File: config.mk
export PLATFORM = sky130hd
export DESIGN_NAME = tt_sweep_ctrl_flat
export DESIGN_NICKNAME = d
export VERILOG_FILES = /design/src/rtl/tt_sweep_pkg.sv /design/src/rtl/tt_sweep_ctrl_if.sv /design/src/rtl/tt_settle_timer.sv /design/src/rtl/tt_sweep_ctrl.sv /design/src/flat_wrapper.sv
export SDC_FILE = /design/constraint.sdc
export NUM_CORES = 1
export LEC_CHECK = 0
export BUFFER_PORTS_ARGS = -buffer_cell sky130_fd_sc_hd__clkbuf_2
export CORE_MARGIN = 1
export CORE_UTILIZATION = 55
export CTS_CLUSTER_SIZE = 28
export DETAILED_ROUTE_END_ITERATION = 12
export GPL_ROUTABILITY_DRIVEN = 0
export PLACE_DENSITY = 0.87
export RECOVER_POWER = 25
export SLEW_MARGIN = 40
export SYNTH_ARGS = -nofsm -noshare
export SYNTH_HDL_FRONTEND = slang
export SYNTH_HIERARCHICAL = 1
export SYNTH_SLANG_ARGS = --single-unit
File: constraint.sdc
create_clock -name clk -period 2.5 [get_ports clk]
set_clock_uncertainty 0.05 [all_clocks]
set_input_delay 0.5 -clock clk [delete_from_list [all_inputs] [get_ports clk]]
set_output_delay 0.5 -clock clk [all_outputs]
set_load 0.03 [all_outputs]
File: src/rtl/tt_sweep_pkg.sv
// tt_sweep_pkg: shared types and sizes for the truth-table sweep controller
package tt_sweep_pkg;
  localparam int VEC_W = 4;
  localparam int N_VEC = 16;
  localparam int CNT_W = 5;
  localparam logic [N_VEC-1:0] DEFAULT_EXPECTED = 16'h7310;
  typedef enum logic [1:0] {IDLE, DRIVE, SAMPLE, DONE} sweepState;
endpackage

File: src/rtl/tt_sweep_ctrl_if.sv
// tt_sweep_ctrl_if: host/function-block signals of the sweep controller; slave = controller side
interface tt_sweep_ctrl_if;
  import tt_sweep_pkg::*;
  logic start, s, a, b, c, d, busy, done, pass;
  logic [N_VEC-1:0] table_q;
  logic [CNT_W-1:0] mismatch_cnt;
  logic [VEC_W-1:0] first_err_idx;
  modport master (output start, s, input a, b, c, d, busy, done, pass, table_q, mismatch_cnt, first_err_idx);
  modport slave (input start, s, output a, b, c, d, busy, done, pass, table_q, mismatch_cnt, first_err_idx);
endinterface

File: src/rtl/tt_settle_timer.sv
// tt_settle_timer: loadable down-counter, tc while the count sits at zero
module tt_settle_timer #(parameter int W = 4) (
  input logic clk,
  input logic reset,
  input logic load,
  input logic en,
  input logic [W-1:0] loadVal,
  output logic tc
);
  logic [W-1:0] cnt;
  always_ff @(posedge clk)
    if (reset) cnt <= '0;
    else if (load) cnt <= loadVal;
    else if (en && !tc) cnt <= cnt - 1'b1;
  assign tc = cnt == '0;
endmodule

File: src/rtl/tt_sweep_ctrl.sv
// tt_sweep_ctrl: exhaustive 16-vector sweep of a 4-input function block with truth-table check
// Optional TT_STOP_ON_ERR_EN ends the sweep at the first mismatching vector.
module tt_sweep_ctrl
  import tt_sweep_pkg::*;
#(
  parameter int SETTLE_CYCLES = 1,
  parameter logic [N_VEC-1:0] EXPECTED = DEFAULT_EXPECTED
) (
  input logic clk,
  input logic reset,
  tt_sweep_ctrl_if.slave io
);
  sweepState state;
  logic [VEC_W-1:0] idx, firstErrIdx;
  logic [N_VEC-1:0] tableQ;
  logic [CNT_W-1:0] mismatchCnt;
  logic busy, done, pass, miss, last, accept, reload, settled;
  assign miss = io.s != EXPECTED[idx];
  assign accept = state == IDLE && io.start;
`ifdef TT_STOP_ON_ERR_EN
  assign last = idx == VEC_W'(N_VEC - 1) || miss;
`else
  assign last = idx == VEC_W'(N_VEC - 1);
`endif
  assign reload = accept || (state == SAMPLE && !last);
  // timer holds SETTLE_CYCLES-1 on entry so DRIVE lasts exactly SETTLE_CYCLES cycles
  tt_settle_timer #(.W($clog2(N_VEC))) timer (
    .clk(clk),
    .reset(reset),
    .load(reload),
    .en(state == DRIVE),
    .loadVal(VEC_W'(SETTLE_CYCLES - 1)),
    .tc(settled)
  );
  always_ff @(posedge clk)
    if (reset) begin
      state <= IDLE;
      idx <= '0;
      tableQ <= '0;
      mismatchCnt <= '0;
      firstErrIdx <= '0;
      busy <= 1'b0;
      done <= 1'b0;
      pass <= 1'b0;
    end else begin
      done <= 1'b0;
      case (state)
        IDLE: if (io.start) begin
          state <= DRIVE;
          idx <= '0;
          tableQ <= '0;
          mismatchCnt <= '0;
          firstErrIdx <= '0;
          pass <= 1'b0;
          busy <= 1'b1;
        end
        DRIVE: if (settled) state <= SAMPLE;
        SAMPLE: begin
          tableQ[idx] <= io.s;
          if (miss) mismatchCnt <= mismatchCnt + 1'b1;
          if (miss && mismatchCnt == '0) firstErrIdx <= idx;
          if (last) begin
            state <= DONE;
            done <= 1'b1;
            pass <= mismatchCnt == '0 && !miss;
          end else begin
            state <= DRIVE;
            idx <= idx + 1'b1;
          end
        end
        DONE: begin
          state <= IDLE;
          idx <= '0;
          busy <= 1'b0;
        end
      endcase
    end
  assign {io.a, io.b, io.c, io.d} = idx;
  assign io.busy = busy;
  assign io.done = done;
  assign io.pass = pass;
  assign io.table_q = tableQ;
  assign io.mismatch_cnt = mismatchCnt;
  assign io.first_err_idx = firstErrIdx;
endmodule

File: src/flat_wrapper.sv
// flat-port wrapper written by rule: the top's interface ports become plain ports
module tt_sweep_ctrl_flat import tt_sweep_pkg::*;
#(
  parameter int SETTLE_CYCLES = 1,
  parameter logic [N_VEC-1:0] EXPECTED = DEFAULT_EXPECTED
)
  (clk, reset, io_start, io_s, io_a, io_b, io_c, io_d, io_busy, io_done, io_pass, io_table_q, io_mismatch_cnt, io_first_err_idx);
  tt_sweep_ctrl_if io_i ();
  input logic clk;
  input logic reset;
  input wire logic [$bits(io_i.start)-1:0] io_start;
  input wire logic [$bits(io_i.s)-1:0] io_s;
  output wire logic [$bits(io_i.a)-1:0] io_a;
  output wire logic [$bits(io_i.b)-1:0] io_b;
  output wire logic [$bits(io_i.c)-1:0] io_c;
  output wire logic [$bits(io_i.d)-1:0] io_d;
  output wire logic [$bits(io_i.busy)-1:0] io_busy;
  output wire logic [$bits(io_i.done)-1:0] io_done;
  output wire logic [$bits(io_i.pass)-1:0] io_pass;
  output wire logic [$bits(io_i.table_q)-1:0] io_table_q;
  output wire logic [$bits(io_i.mismatch_cnt)-1:0] io_mismatch_cnt;
  output wire logic [$bits(io_i.first_err_idx)-1:0] io_first_err_idx;
  assign io_i.start = io_start;
  assign io_i.s = io_s;
  assign io_a = io_i.a;
  assign io_b = io_i.b;
  assign io_c = io_i.c;
  assign io_d = io_i.d;
  assign io_busy = io_i.busy;
  assign io_done = io_i.done;
  assign io_pass = io_i.pass;
  assign io_table_q = io_i.table_q;
  assign io_mismatch_cnt = io_i.mismatch_cnt;
  assign io_first_err_idx = io_i.first_err_idx;
  tt_sweep_ctrl #(.SETTLE_CYCLES(SETTLE_CYCLES), .EXPECTED(EXPECTED)) u_core (.clk(clk), .reset(reset), .io(io_i));
endmodule
Yosys cells after proc, flatten, opt, wreduce, memory -nomap -nowiden
Memories as Yosys holds them, arrays and structs flattened. A register that Yosys moved wholly into a read port is not among the register bits.
Index checks and enable logic that the tools add are counted.
{"block": "totals", "romBits": 16, "input_bits": 4, "ff_bits": 38, "elab_cells": 78, "out_inout_bits": 32, "mem_count": 1}
{"name": "(name not given)", "words": 16, "word_bits": 1, "read_ports": 1, "rd_ports_with_merged_regs": 1, "write_ports": 0, "line": "tt_sweep_ctrl.sv:18", "text": "assign miss = io.s != EXPECTED[idx];"}
{"block": "op_classes", "n_reduce_logical": 25, "mux": 26, "magnitude_cmp": 2, "eq_ne": 11, "n_addsub": 3, "bitwise_logic": 1}
{"cell": "$pmux 16 s2", "count": 1}
{"cell": "$mux 4", "count": 5}
{"cell": "$bwmux 16", "count": 1}
{"cell": "$mux 16", "count": 1}
{"cell": "$pmux 4 s3", "count": 1}
{"cell": "$reduce_and 3->1", "count": 4}
{"cell": "$mux 5", "count": 2}
{"cell": "$pmux 5 s2", "count": 1}
{"cell": "$pmux 2 s4", "count": 1}
{"cell": "$pmux 4 s2", "count": 1}
{"cell": "$logic_and 1x1->1", "count": 6}
{"cell": "$mux 1", "count": 6}
{"cell": "$mux 2", "count": 3}
{"cell": "$ne 2x1->1 const B", "count": 3}
{"cell": "$ne 2x2->1 const B", "count": 3}
{"cell": "$reduce_and 2->1", "count": 3}
{"cell": "$add 5x1->5 const B", "count": 1}
{"cell": "$logic_not 5->1", "count": 1}
{"cell": "$lt 4x5->1 const B", "count": 1}
{"cell": "$add 4x1->4 const B", "count": 1}
{"cell": "$demux 1 s4", "count": 1}
{"cell": "$eq 2x2->1 const B", "count": 2}
{"cell": "$eq 4x4->1 const B", "count": 1}
{"cell": "$ge 4x1->1 const B", "count": 1}
{"cell": "12 further kinds", "count": 17}

Longest topological paths before layout
{"block": "depth", "ltp_word": 7, "ltp_mapped": 9, "ltp_nobuf": 7}

By module
Netlist, hierarchy kept.
{"mod": "tt_sweep_ctrl", "area_each_um2": 1701.6, "cells_each": 193, "seq_area_each_um2": 700.7, "n_inst": 1}
{"mod": "tt_settle_timer", "area_each_um2": 262.8, "cells_each": 29, "seq_area_each_um2": 80.1, "n_inst": 1}

Least setup slack after synthesis
No wires, ideal clock.
{"block": "synth_path", "kind": "register to register", "start": "register u_core.idx[0]", "end": "register (tool-made name)", "path_stages_with_launch": 8, "required_ns": 2.328, "setup_time_ns": 0.122, "n_path_buf": 1, "period_less_slack_ns": 1.929, "arrival_ns": 1.757, "path_slack_ns": 0.571, "cell_sequence": "dfxtp_1 > ha_1 > buf_2 > nand3_2 > o22ai_2 > xnor2_1 > nor4_2 > maj3_2"}
{"item": "start: declaration", "line": "tt_sweep_ctrl.sv:14", "text": "logic [VEC_W-1:0] idx, firstErrIdx;"}
{"item": "start signal: assignment", "line": "tt_sweep_ctrl.sv:68", "text": "idx <= idx + 1'b1;"}

Worst setup path in the final report
{"block": "layout_path", "start": "input port io_s", "end": "register u_core.firstErrIdx[3], in the netlist u_core/io.first_err_idx[3]"}
{"block": "layout_between", "elab_chain_len": 4}
{"item": "start: declaration", "line": "flat_wrapper.sv:12", "text": "input wire logic [$bits(io_i.s)-1:0] io_s;"}
{"item": "$ne 1x1->1", "line": "tt_sweep_ctrl.sv:18"}
{"item": "$logic_and 1x1->1", "line": "tt_sweep_ctrl.sv:61", "text": "if (miss && mismatchCnt == '0) firstErrIdx <= idx;"}
{"item": "$ne 2x2->1 (no source line)"}
{"item": "$reduce_and 3->1 (no source line)"}
{"item": "end signal: assignment", "line": "tt_sweep_ctrl.sv:61"}
{"item": "end: declaration", "line": "tt_sweep_ctrl.sv:14"}
No other way between the ends.
A chain may end at the register's enable or synchronous reset.

==> summary.md <==
In the final routing, the length of wire on met1 measures 2000 µm. After Yosys synthesis, XOR and XNOR cells account for 3.06% of the synthesized area. STA puts the critical path data required time at 2.71 ns.

After Yosys synthesis, full adders, half adders and majority gates account for 5.03% of the synthesized area. The average instance in the mapped netlist occupies 8.85 µm². Buffers added to address setup during post-CTS repair amount to 0.

Measured along the y axis, the die boundary spans 61.8 µm. Setup repair after global routing left no endpoint under its margin. The areal power density over the cells was 538 nW/µm². From left edge to right edge, the die measures 61.8 µm.

Setup total negative slack on the finished layout was measured at 0 ns. In this run the worst hold path is classified as reg2reg. Global routing finished with a remaining overflow of 0.

The flow ran to the end, and the final reports show no timing, DRC or antenna violations. In this run the critical register-to-register path is captured at u_core/io.table_q[1]$_SDFFE_PP0P_. After detailed routing, the met3 layer carries 218 µm of wire.

Entering global routing, the biggest net connects 21 pins. The first-pass GRT wire length came out at 6530 µm. Counting cells, the worst reg-to-reg path comes to 5. The number of antenna diodes in the final layout is 0.

The hold-critical path depth came out at 2. The floorplan step defined a die boundary enclosing 3810 µm². Highest layer used for signal routing: met4. Global routing used 23.4% of the available tracks across all layers. For the fill cell instance count of the final layout, the log shows 289.

The net count of the finished layout is 271. Cells with a size suffix above 1 make up 17.6% of the layout. The portion of synthesized area spent on multiplexers is 1.02%.

The commonest cells after synthesis are 39 x sky130_fd_sc_hd__dfxtp_1, 27 x sky130_fd_sc_hd__a21oi_1, 19 x sky130_fd_sc_hd__nand2_1, 17 x sky130_fd_sc_hd__nand4_1, 12 x sky130_fd_sc_hd__nor2_1. Cells fill 65.0% of the core in the end. The row count was 21; the total number of yosys warnings was 6. The peak supply drop is 0.295 mV, and the remaining antenna violation count after routing is 0.

The run gives 0 as the final hold violation count. The area growth from synthesis to layout is 12.1%. The number of antenna violations at the first check in global routing is 0. By startpoint and endpoint, the worst setup path is classified as in2reg.

The count of instances resized after the clock tree is built came out at 0. The wire length per cell came out at 13.8 µm. For the pin with the worst max-slew slack, the measured transition is 0.659 ns. After technology mapping, the gate count stands at 222. The pre-antenna-repair detailed-routing pass consisted of 4 iterations.

By area the synthesized netlist is led by sky130_fd_sc_hd__dfxtp_1 40%, sky130_fd_sc_hd__a21oi_1 6.9%, sky130_fd_sc_hd__nand4_1 5.4%, sky130_fd_sc_hd__ha_1 4.5%, sky130_fd_sc_hd__o211ai_1 4.2%. The final layout contains routed wiring with a total length of 4230 µm. The final route contains 1763 vias. The maximum clock frequency was 494 MHz.

The startpoint identified for the worst register-to-register timing path is u_core/state[0]$_SDFFE_PP0P_. The async set-reset flop share out of synthesis is 0%, and the leakage power of the design is 0.782 nW. After synthesis, flip-flops and latches occupy 39.7% of the total area. The part of the cycle the worst path needs was 81.0%; the top-area cell type share of the netlist area was 39.7%. After synthesis, the netlist uses 48 different library cells. After clock tree synthesis, the clock-pin slew on the worst setup and hold paths is 0.10 ns. The worst hold path begins at u_core/io.first_err_idx[2]$_SDFFE_PP0P_. Along the worst path, the maximum fanout reaches 17. After clock tree synthesis, the flow added hold-fix buffers numbering 0.

The final critical-path required period was 2.02 ns; the violation count after the first detailed-route iteration was 112. Using the TritonRoute via totals, the vias-per-cell ratio works out to 5.74. TritonCTS built the clock tree. The most used flip-flop cell after synthesis is sky130_fd_sc_hd__dfxtp_1. The number of violations of the max-capacitance limit was 0; the number of enable-type register cells in the synthesized netlist was 0.

The synthesized netlist devotes 21.4% of its cell area to compound gates. The simple logic cell fraction of the synthesized area works out to 24.0%. The HPWL after detailed placement is 3050 µm.

The summed instance area of the synthesized netlist was 1960 µm². The main combinational cell family by area after synthesis is simple AND/OR/NAND/NOR gates. The sum of met2 wire segment lengths after detailed routing was 1970 µm.

Setup violations remaining at the end of the flow were counted as 0. Once the floorplan was initialized, standard cells occupied 58.0% of the core. For the count of clock tree sinks, the log shows 39. The total area inside the core boundary comes to 3390 µm².

The tools report the cell at the root of the clock tree as sky130_fd_sc_hd__clkbuf_4. Measured against its own limit, the worst slew margin works out to 55.5%. After detailed routing, the number of remaining DRC violations is 0. The source-to-sink clock delay at the later pin of the worst-skew pair was 0.33 ns; the data arrival time of the critical path was 2.24 ns.

Type of element launching the critical path: an input pin. The clock tree synthesis step divided the H-tree into 2 levels. The number of storage elements in the synthesis netlist works out to 39. The most frequent cell after synthesis was sky130_fd_sc_hd__dfxtp_1. The tools report the worst-case clock buffer depth as 2. Number of pins with negative max-slew slack in the final report: 0. During placement, the flow inserted port buffers numbering 35. The worst min-delay path endpoint is u_core/io.first_err_idx[2]$_SDFFE_PP0P_. The number of buffers created by CTS came out at 5.

36 I/O pins were placed. The setup check on the worst reg-to-reg path leaves a slack of 0.50 ns. STA classifies the critical path endpoint as a flip-flop. The tools report the via count of the first global-routing pass as 1456. The largest total area in the synthesized netlist belongs to sky130_fd_sc_hd__dfxtp_1.
==> cells by family (layout without fill, tap and decap cells) <==
logic type	after synthesis	in the layout
simple gates	84	84
compound gates	58	58
flops	39	39
buf+inv	24	60
fa+ha+maj	8	8
xor+xnor	6	6
mux	2	2
other cells	1	4
==> worst max-delay path by stage <==
stage / start / to / slack [ns] / depth (start not counted)
after detailed placement: u_core/idx[0]$_SDFFE_PP0N_ / flip-flop / 0.55 / 6
after global placement: u_core/idx[0]$_SDFFE_PP0N_ / flip-flop / 0.55 / 6
final: io_s / u_core/io.first_err_idx[3]$_SDFFE_PP0P_ / 0.48 / 6
after global routing: io_s / u_core/io.first_err_idx[1]$_SDFFE_PP0P_ / 0.34 / 6
after floorplan: u_core/idx[0]$_SDFFE_PP0N_ / flip-flop / 0.57 / 7
after CTS: u_core/idx[0]$_SDFFE_PP0N_ / flip-flop / 0.51 / 6
==> metal layers <==
layer	vias up	track usage, %
met3	5	5.38
met4	0	6.67
met2	49	38.4
met1	822	30.9
li1	887	-
met5	-	0
==> power breakdown <==
part	switching (mW)	internal [mW]
clock network	0.187	0.110
logic	0.146	0.0806
registers	0.0210	0.641
total	0.353	0.831
==> cell usage in the layout, fill, tap and decap left out, types with 5 or more instances in the layout <==
| master | n |
|---|---|
| sky130_fd_sc_hd__nand4_1 | 17 |
| sky130_fd_sc_hd__nor2b_1 | 6 |
| sky130_fd_sc_hd__a21oi_1 | 28 |
| sky130_fd_sc_hd__clkbuf_4 | 5 |
| sky130_fd_sc_hd__clkbuf_2 | 22 |
| sky130_fd_sc_hd__inv_1 | 9 |
| sky130_fd_sc_hd__nand2_1 | 19 |
| sky130_fd_sc_hd__nand3_1 | 9 |
| sky130_fd_sc_hd__clkbuf_1 | 16 |
| sky130_fd_sc_hd__ha_1 | 7 |
| sky130_fd_sc_hd__o211ai_1 | 11 |
| sky130_fd_sc_hd__nor2_1 | 12 |
| sky130_fd_sc_hd__buf_4 | 7 |
| sky130_fd_sc_hd__dfxtp_1 | 39 |
==> stage by stage <==
| stage | cell area, µm² | power (mW) | instances | setup slack [ns] | hold slack (ns) |
|---|---|---|---|---|---|
| floorplan | 1980 | 0.857 | 225 | 0.571 | 0.434 |
| global placement | 2190 | 0.901 | 299 | 0.555 | 0.391 |
| finish | 2200 | 1.18 | 307 | 0.476 | 0.406 |
| CTS | 2240 | 1.20 | 307 | 0.508 | 0.408 |
| global route | 2200 | 1.26 | 307 | 0.336 | 0.423 |
| detailed placement | 2190 | 0.906 | 299 | 0.546 | 0.394 |
==> sequential cells by signal (all words and copies together), names as in the netlist, named ones only <==
signal                   cells
u_core/io.pass               1
u_core/io.busy               1
u_core/io.done               1
u_core/idx                   4
u_core/state                 2
u_core/io.mismatch_cnt       5
u_core/timer/cnt             4
u_core/io.first_err_idx      4
u_core/io.table_q           16
==> layout make-up <==
cell class	count	area (µm²)	area share, %
Tap cell	46	57.6	2.61
Clock buffer	7	45.0	2.05
Multi-Input combinational cell	162	1060	48.4
Timing Repair Buffer	43	215	9.77
Sequential cell	39	781	35.5
Clock inverter	1	5.00	0.227
Inverter	9	33.8	1.53
==> worst max-delay path, cell delays in order <==
cell and delay [ns]:
sky130_fd_sc_hd__clkbuf_1 0.49, sky130_fd_sc_hd__xnor2_1 0.25, sky130_fd_sc_hd__a21oi_1 0.51, sky130_fd_sc_hd__o21a_4 0.23, sky130_fd_sc_hd__nand3_1 0.09, sky130_fd_sc_hd__a21oi_1 0.17
Note: power is estimated with default switching activity, not from simulation.
